--- config.mk ---
export PLATFORM = sky130hd
export DESIGN_NAME = rtc_bus_sequencer
export DESIGN_NICKNAME = d
export VERILOG_FILES = /design/src/rtl/rtc_bus_pkg.sv /design/src/rtl/rtc_phase_timer.sv /design/src/rtl/rtc_bus_sequencer.sv
export SDC_FILE = /design/constraint.sdc
export NUM_CORES = 1
export LEC_CHECK = 0
export BUFFER_PORTS_ARGS = -buffer_cell sky130_fd_sc_hd__buf_2
export CAP_MARGIN = 20
export CORE_MARGIN = 3
export CORE_UTILIZATION = 55
export DETAILED_ROUTE_END_ITERATION = 8
export GPL_ROUTABILITY_DRIVEN = 0
export PLACE_DENSITY_LB_ADDON = 0.1
export RECOVER_POWER = 25
export REMOVE_ABC_BUFFERS = 1
export SYNTH_ARGS = -nofsm -noshare
export SYNTH_HDL_FRONTEND = slang
export SYNTH_SLANG_ARGS = --single-unit
--- constraint.sdc ---
create_clock -name clk -period 5.62 [get_ports clk]
set_input_delay 0 -clock clk [delete_from_list [all_inputs] [get_ports clk]]
set_output_delay 0 -clock clk [all_outputs]
set_load 0.05 [all_outputs]
--- src/rtl/rtc_bus_pkg.sv ---
// rtl/rtc_bus_pkg.sv - shared types and scan address table for the RTC bus sequencer
package rtc_bus_pkg;

    typedef enum logic [2:0] {
        IDLE,
        ADR,
        GAP,
        DAT,
        DONE
    } state_e;

    typedef enum logic [1:0] {
        OP_WR,
        OP_RD,
        OP_SCAN
    } op_e;

    localparam logic [2:0] SCAN_LAST = 3'd5;

    // seconds, minutes, hours, day, month, year
    function automatic logic [7:0] scan_addr(input logic [2:0] idx);
        logic [7:0] addr;
        case (idx)
            3'd0:    addr = 8'h21;
            3'd1:    addr = 8'h22;
            3'd2:    addr = 8'h23;
            3'd3:    addr = 8'h24;
            3'd4:    addr = 8'h25;
            3'd5:    addr = 8'h26;
            default: addr = 8'h21;
        endcase
        return addr;
    endfunction

endpackage

--- src/rtl/rtc_phase_timer.sv ---
// rtl/rtc_phase_timer.sv - loadable 8-bit down counter; expire flags the last cycle of a bus phase
module rtc_phase_timer (
    input  logic       clk,
    input  logic       reset,
    input  logic       load,
    input  logic [7:0] load_val,
    output logic       expire
);

    logic [7:0] count;

    always_ff @(posedge clk or negedge reset) begin
        if (!reset) begin
            count <= 8'd0;
        end else if (load) begin
            count <= load_val;
        end else if (count != 8'd0) begin
            count <= count - 8'd1;
        end
    end

    // A load of N yields N cycles of count N..1; the final one is the expiring cycle.
    assign expire = (count == 8'd1);

endmodule

--- src/rtl/rtc_bus_sequencer.sv ---
// rtl/rtc_bus_sequencer.sv - RTC multiplexed address/data bus sequencer; RTC_READ_SCAN_EN adds periodic register scan
module rtc_bus_sequencer
    import rtc_bus_pkg::*;
#(
    parameter int unsigned T_PH        = 10,
    parameter int unsigned SCAN_PERIOD = 1_000_000
) (
    input  logic       clk,
    input  logic       reset,
    input  logic       wr_req,
    input  logic [7:0] wr_addr,
    input  logic [7:0] wr_data,
    output logic       wr_ack,
    input  logic       rd_req,
    input  logic [7:0] rd_addr,
    output logic       rd_ack,
    output logic [7:0] rd_data,
    output logic [7:0] ad_out,
    output logic       ad_oe,
    input  logic [7:0] ad_in,
    output logic       A_D,
    output logic       CS,
    output logic       RD,
    output logic       WR,
    output logic       busy
`ifdef RTC_READ_SCAN_EN
    ,
    output logic [7:0] scan_data,
    output logic [2:0] scan_idx,
    output logic       scan_valid
`endif
);

    if (T_PH < 2 || T_PH > 255 || SCAN_PERIOD < 1) begin : g_param_check
        $error("rtc_bus_sequencer: T_PH must be 2..255 and SCAN_PERIOD at least 1");
    end

    localparam logic [7:0] T_LOAD = 8'(T_PH);

    state_e     state;
    op_e        op;
    logic [7:0] data_q;
    logic       scan_req;
    logic       grant;
    logic       tmr_load;
    logic       tmr_expire;

`ifdef RTC_READ_SCAN_EN
    localparam int unsigned SCAN_W = (SCAN_PERIOD > 1) ? $clog2(SCAN_PERIOD) : 1;

    logic [SCAN_W-1:0] scan_cnt;
    logic              scan_tick;
    logic              scan_pending;
    logic [2:0]        scan_idx_q;

    always_ff @(posedge clk or negedge reset) begin
        if (!reset) begin
            scan_cnt  <= '0;
            scan_tick <= 1'b0;
        end else begin
            scan_tick <= 1'b0;
            if (scan_cnt == SCAN_W'(SCAN_PERIOD - 1)) begin
                scan_cnt  <= '0;
                scan_tick <= 1'b1;
            end else begin
                scan_cnt <= scan_cnt + SCAN_W'(1);
            end
        end
    end

    assign scan_req = scan_pending;
`else
    assign scan_req = 1'b0;
`endif

    assign grant    = (state == IDLE) && (wr_req || rd_req || scan_req);
    assign tmr_load = grant || (tmr_expire && (state == ADR || state == GAP));

    rtc_phase_timer u_phase_timer (
        .clk      (clk),
        .reset    (reset),
        .load     (tmr_load),
        .load_val (T_LOAD),
        .expire   (tmr_expire)
    );

    // Strobes are assigned on state transitions so every bus output comes straight from a flop.
    always_ff @(posedge clk or negedge reset) begin
        if (!reset) begin
            state   <= IDLE;
            op      <= OP_WR;
            data_q  <= 8'd0;
            A_D     <= 1'b1;
            CS      <= 1'b1;
            RD      <= 1'b1;
            WR      <= 1'b1;
            ad_oe   <= 1'b0;
            ad_out  <= 8'd0;
            busy    <= 1'b0;
            wr_ack  <= 1'b0;
            rd_ack  <= 1'b0;
            rd_data <= 8'd0;
`ifdef RTC_READ_SCAN_EN
            scan_pending <= 1'b0;
            scan_idx_q   <= 3'd0;
            scan_data    <= 8'd0;
            scan_idx     <= 3'd0;
            scan_valid   <= 1'b0;
`endif
        end else begin
            wr_ack <= 1'b0;
            rd_ack <= 1'b0;
`ifdef RTC_READ_SCAN_EN
            scan_valid <= 1'b0;
`endif
            case (state)
                IDLE: begin
                    if (grant) begin
                        state <= ADR;
                        busy  <= 1'b1;
                        A_D   <= 1'b0;
                        CS    <= 1'b0;
                        WR    <= 1'b0;
                        RD    <= 1'b1;
                        ad_oe <= 1'b1;
                        if (wr_req) begin
                            op     <= OP_WR;
                            ad_out <= wr_addr;
                            data_q <= wr_data;
                        end else if (rd_req) begin
                            op     <= OP_RD;
                            ad_out <= rd_addr;
                        end
`ifdef RTC_READ_SCAN_EN
                        else begin
                            op     <= OP_SCAN;
                            ad_out <= scan_addr(scan_idx_q);
                        end
`endif
                    end
                end
                ADR: begin
                    if (tmr_expire) begin
                        state  <= GAP;
                        A_D    <= 1'b1;
                        CS     <= 1'b1;
                        WR     <= 1'b1;
                        RD     <= 1'b1;
                        ad_oe  <= 1'b0;
                        ad_out <= 8'd0;
                    end
                end
                GAP: begin
                    if (tmr_expire) begin
                        state <= DAT;
                        CS    <= 1'b0;
                        if (op == OP_WR) begin
                            WR     <= 1'b0;
                            ad_oe  <= 1'b1;
                            ad_out <= data_q;
                        end else begin
                            RD <= 1'b0;
                        end
                    end
                end
                DAT: begin
                    if (tmr_expire) begin
                        state  <= DONE;
                        CS     <= 1'b1;
                        RD     <= 1'b1;
                        WR     <= 1'b1;
                        ad_oe  <= 1'b0;
                        ad_out <= 8'd0;
                        case (op)
                            OP_WR: wr_ack <= 1'b1;
                            OP_RD: begin
                                rd_ack  <= 1'b1;
                                rd_data <= ad_in;
                            end
`ifdef RTC_READ_SCAN_EN
                            OP_SCAN: begin
                                scan_valid <= 1'b1;
                                scan_data  <= ad_in;
                                scan_idx   <= scan_idx_q;
                                if (scan_idx_q == SCAN_LAST) begin
                                    scan_idx_q   <= 3'd0;
                                    scan_pending <= 1'b0;
                                end else begin
                                    scan_idx_q <= scan_idx_q + 3'd1;
                                end
                            end
`endif
                            default: ;
                        endcase
                    end
                end
                DONE: begin
                    state <= IDLE;
                    busy  <= 1'b0;
                end
                default: state <= IDLE;
            endcase
`ifdef RTC_READ_SCAN_EN
            // A tick coinciding with the end of a sweep re-arms rather than being dropped.
            if (scan_tick) begin
                scan_pending <= 1'b1;
            end
`endif
        end
    end

endmodule

After elaboration in Yosys (flattened, before gate mapping) --
Index checks and enable logic that the tools add are counted.
Storage, ports and cells: bits in registers 45, input port bits 36, output and inout bits 24, word-level logic and storage cells 91
Operators by class: add/sub/neg operators 1, equal/unequal tests 14, mux-type cells 38, reductions and logical operators 24
Operators by type and width (number):
- 8-bit 2-to-1 mux | 8
- 8-bit case mux with 3 select lines | 1
- 1-bit 2-to-1 mux | 16
- 3-bit 2-to-1 mux | 4
- 1-bit case mux with 3 select lines | 4
- 3-bit case mux with 4 select lines | 1
- 3-bit AND reduction | 4
- 2-bit != test, second input constant | 5
- 5-bit AND reduction | 2
- 8-bit by 1-bit == test with 1-bit output, second input constant | 1
- 4-bit AND reduction | 2
- 2-bit nonzero test | 4
- 8-bit nonzero test | 1
- 8-bit by 1-bit subtractor with 8-bit output, second input constant | 1
- 3-bit by 2-bit == test with 1-bit output, second input constant | 2
- 6-bit AND reduction | 1
- 2-bit 2-to-1 mux | 2
- 2-bit by 1-bit != test with 1-bit output, second input constant | 2
- 1-bit case mux with 2 select lines | 2
- 3-bit by 1-bit == test with 1-bit output, second input constant | 1
- 3-bit == test, second input constant | 1
- 3-bit zero test | 1
- 1-bit logical OR | 3
- 3-bit != test, second input constant | 1
- other kinds (6) | 7

Depth between registers and ports, before layout --
depth after elaboration 5, gate-level depth with buffers 7, depth with buffers taken out 6

Hierarchy --
From an unflattened synthesis, not the netlist that was laid out.
Second synthesis, totals: cells, all modules 190, area total of the unflattened synthesis 2214.6 um^2
Modules (own cells, without submodules):
- rtc_bus_sequencer | instances 1, cells an instance 129, area each 1674.1 um^2, sequential area each 905.9 um^2
- rtc_phase_timer | instances 1, cells an instance 61, area each 540.5 um^2, sequential area each 200.2 um^2

Worst setup path after synthesis --
No wires, ideal clock.
kind reg-to-reg, start register u_phase_timer.count[5], end register ad_out[0], library setup time 0.125 ns, data arrival time 1.690 ns, required time 5.495 ns, setup slack 3.806 ns, cell stages (with the launch flop) 6, path buffers 1, clock period less this slack 1.814 ns, cells stage by stage dfrtp_1 nor4_2 a21oi_1 o21ba_2 buf_4 mux2_2
On the way: word-level cells in the longest chain between the ends 3, elaborated cells on any way between the ends 4, those cells by class eq/ne (3); reduce/logical (1)
RTL lines:
- start: declaration | line rtc_phase_timer.sv:10 | logic [7:0] count;
- start signal: assignment | line rtc_phase_timer.sv:16 | count <= load_val;
- start signal: assignment | line rtc_phase_timer.sv:18 | count <= count - 8'd1;
- 8-bit by 1-bit == test with 1-bit output (*) | line rtc_phase_timer.sv:23 | assign expire = (count == 8'd1);
- 2-bit != test (no line) or 2-bit by 1-bit != test with 1-bit output (tied branches)
- 6-bit AND reduction (no line) (*)
- end signal: assignment | line rtc_bus_sequencer.sv:128 | ad_out <= wr_addr;
- end signal: assignment | line rtc_bus_sequencer.sv:132 | ad_out <= rd_addr;
- end signal: assignment | line rtc_bus_sequencer.sv:160 | ad_out <= data_q;
- end: declaration | line rtc_bus_sequencer.sv:18 | output logic [7:0] ad_out,
Mark *: on every way between the ends. The rest lies on a longest branch, timed or not. A chain may end at the register's enable or synchronous reset.

==> impl_metrics.env <==
export IMPL_run_status="finished with violations"
export IMPL_failed_checks="capacitance limit, slew limit"
export IMPL_cells_traversed_along_the_worst_timing_path="dlygate4sd3_1 -> clkbuf_1"
export IMPL_postSynth_asyncResetShare_pct=100
export IMPL_netlist_area_um2=2090
export IMPL_numCtsBuffers=5
export IMPL_r2r_end="rd_data[0]"
export IMPL_avgRoutedWirePerCell_um=15.2
export IMPL_max_slew_margin_pct=-51.9
export IMPL_critPathMaxStageDelay_ps=1620
export IMPL_start_kind="primary input"
export IMPL_rsz_0062_raised_after_global_routing="false"
export IMPL_cp_required_ps=5560
export IMPL_worst_path_max_fanout=44
export IMPL_crit_path_end_kind="asynchronous set/reset pin"
export IMPL_timing_final_hold_violations=0
export IMPL_synth_edff_count=0
export IMPL_final_setup_worst_slack_ps=3400
export IMPL_cpLargestDelayFamily="buffers and inverters"
export IMPL_yosysWarnings=0
export IMPL_clk_transition_reported_paths_ps=80
export IMPL_gr_usage_all_layers_pct=23.2
export IMPL_ctsRootBufferMaster="clkbuf_8"
export IMPL_core_area_um2=3490
export IMPL_drt_drc_violations_left=0
export IMPL_boundaryPins=60
export IMPL_most_used_flip_flop_cell_after_synthesis="dfrtp_1"
export IMPL_yosys_cell_types_count=39
export IMPL_placedInstanceArea_um2=2420
export IMPL_areaGrowthSynthToFinish_pct=26.5
export IMPL_timing_setup_tns_ps=0
export IMPL_r2r_slack_ps=3550
export IMPL_drt_wl_total_um=4680
export IMPL_seq_area_frac_synth_pct=52.8
export IMPL_post_dp_hpwl_um=3270
export IMPL_postRouteAntennaNets=0
export IMPL_maxSlewViolCount=45
export IMPL_clock_latency_ps=300
export IMPL_clkSinkCount=44
export IMPL_filler_cell_count=238
export IMPL_setup_worst_path_class="in -> async"
export IMPL_cpMaxStageDelayCell="clkbuf_1"
export IMPL_grt_pass1_vias=1719
export IMPL_worst_hold_path_endpoint="op[0]"
export IMPL_max_cap_violations=1
export IMPL_drive_gt1_share_pct=29.9
export IMPL_post_drt_via_cell_ratio=5.41
export IMPL_cp_num_cells=2
export IMPL_power_leakage_uw=0.00120
export IMPL_post_synthesis_mean_instance_area_um2=11.4
export IMPL_initial_utilization_pct=59.9
export IMPL_pwr_density_cell_nw_per_um2=472
export IMPL_rows=21
export IMPL_hold_path_cell_count=3
export IMPL_worst_ir_drop_vdd_mv=0.286
export IMPL_layout_cell_area_non_filler_um2=2650
export IMPL_die_h_um=67.7
export IMPL_critPathArrivalTime_ps=2160
export IMPL_timing_final_crit_period_ps=2220
export IMPL_period_share_pct=39.5
export IMPL_design_final_nets=299
export IMPL_place_ws_ps=3560
export IMPL_drt_first_iter_violations=100
export IMPL_die_area_um2=4580
export IMPL_dr_total_vias=1660
export IMPL_crit_buf_inv=2
export IMPL_achievable_frequency_ghz=0.451
export IMPL_worstReg2RegStart="u_phase_timer.count[1]"
export IMPL_grt_pass1_wl_um=7800
export IMPL_grt_antenna_before_repair=0
export IMPL_report_power_total_uw=1250
export IMPL_skew_ps=6.35
export IMPL_n_antenna_cell=0
export IMPL_maximum_number_of_pins_on_one_net_before_global_route_repair=45
export IMPL_global_route_congestion_overflow_total=0
export IMPL_ctsHtreeMaxLevel=2
export IMPL_clk_path_buf_depth=2
export IMPL_timing_hold_worst_class="in -> reg"
export IMPL_floorplan_die_width_um=67.7
export IMPL_finalSetupViolCount=0
export IMPL_io_buffer_count=59
export IMPL_drt_pass1_iter_count=4
export IMPL_worst_hold_startpoint="rd_req"
export IMPL_tritoncts="done"
export IMPL_synth_seq_cells=44
export IMPL_r2r_cells=6
export IMPL_synthesis_instances=183
export IMPL_worst_pin_slew_ps=2280
cell type report:
cell class | count | area (um^2) | share of cell area (%)
inverters | 5 | 18.8 | 0.709
multi-input cells | 128 | 941 | 35.5
clock buffers | 8 | 90.1 | 3.40
repair buffers | 76 | 435 | 16.4
flip-flops and latches | 44 | 1110 | 41.8
well taps | 46 | 57.6 | 2.17
how the worst max path moves through the flow:
stage	from	endpoint	slack, ps
floorplan	u_phase_timer.count[5]	ad_out[0]	3810
global placement	u_phase_timer.count[1]	rd_data[0]	3670
detailed placement	u_phase_timer.count[1]	rd_data[0]	3560
CTS	u_phase_timer.count[1]	rd_data[0]	3550
global route	reset	ad_oe	2950
finish	reset	data_q[6]	3400
per-stage QoR:
step / cells / hold WS [ps] / utilization (%)
after global placement: 282 / 178 / 69.2
after global routing: 307 / 61.6 / 75.8
after floorplan: 177 / -296 / -
final: 307 / 21.5 / 75.8
after CTS: 307 / 23.8 / 76.7
after detailed placement: 282 / 200 / 69.2
synth_stat cells (all sizes together) (4+ instances only):
| master | number | area, um^2 |
|---|---|---|
| or3 | 7 | 43.8 |
| dfstp | 4 | 105 |
| nand2 | 18 | 67.6 |
| nor2 | 12 | 45.0 |
| a21oi | 12 | 60.1 |
| mux2i | 10 | 100 |
| nor3 | 5 | 25.0 |
| o21ai | 10 | 50.1 |
| inv | 5 | 18.8 |
| dfrtp | 40 | 1000 |
| mux2 | 24 | 270 |
registers in the layout, summed over array words and instances (netlist names):
name                 count
ad_out                   8
data_q                   8
rd_data                  8
u_phase_timer.count      8
state                    3
A_D                      1
CS                       1
RD                       1
WR                       1
ad_oe                    1
busy                     1
op                       1
rd_ack                   1
wr_ack                   1
where the power goes:
group	switching (uW)	internal (uW)	leakage (uW)
logic	317	199	0.000616
registers	105	428	0.000537
clock network	101	100	0.0000455
per-layer routing:
metal / wire length, um / GRT usage (%) / share of wire [%]
met5: 0 / 0 / 0
met4: 83 / 9.11 / 1.8
met3: 323 / 7.32 / 6.9
met2: 2340 / 38.8 / 50
met1: 1930 / 27.7 / 41
logic make-up after synthesis:
kind of cell / share of synthesized area (%)
simple gates: 16.2
mux: 17.7
compound gates: 8.42
buf+inv: 2.27
xor+xnor: 0.836
flops: 52.8
fa+ha+maj: 1.79
placed cells by master (no fill, tap or decap), types with 2 or more instances in the layout:
master,netlist,layout
ha_1,3,3
dlygate4sd3_1,0,17
nor2_1,12,12
nand2b_1,2,2
nand2_1,18,18
a211o_1,2,2
a21oi_1,12,12
buf_2,2,35
mux2_2,24,24
dfstp_2,4,4
inv_1,5,5
dfrtp_1,40,40
and2_1,2,2
mux2i_1,10,10
clkbuf_1,3,26
or3_1,7,7
nor3_1,5,5
o21ai_0,10,10
clkbuf_8,0,6
repair_timing:
item / CTS / global route
hold endpoints to repair: 56 / 0
setup buffers: 0 / 0
setup endpoints to repair: 0 / 0
hold buffers: 17 / 0
resized for setup: 0 / 0
Power figures use the tool's default switching activity.
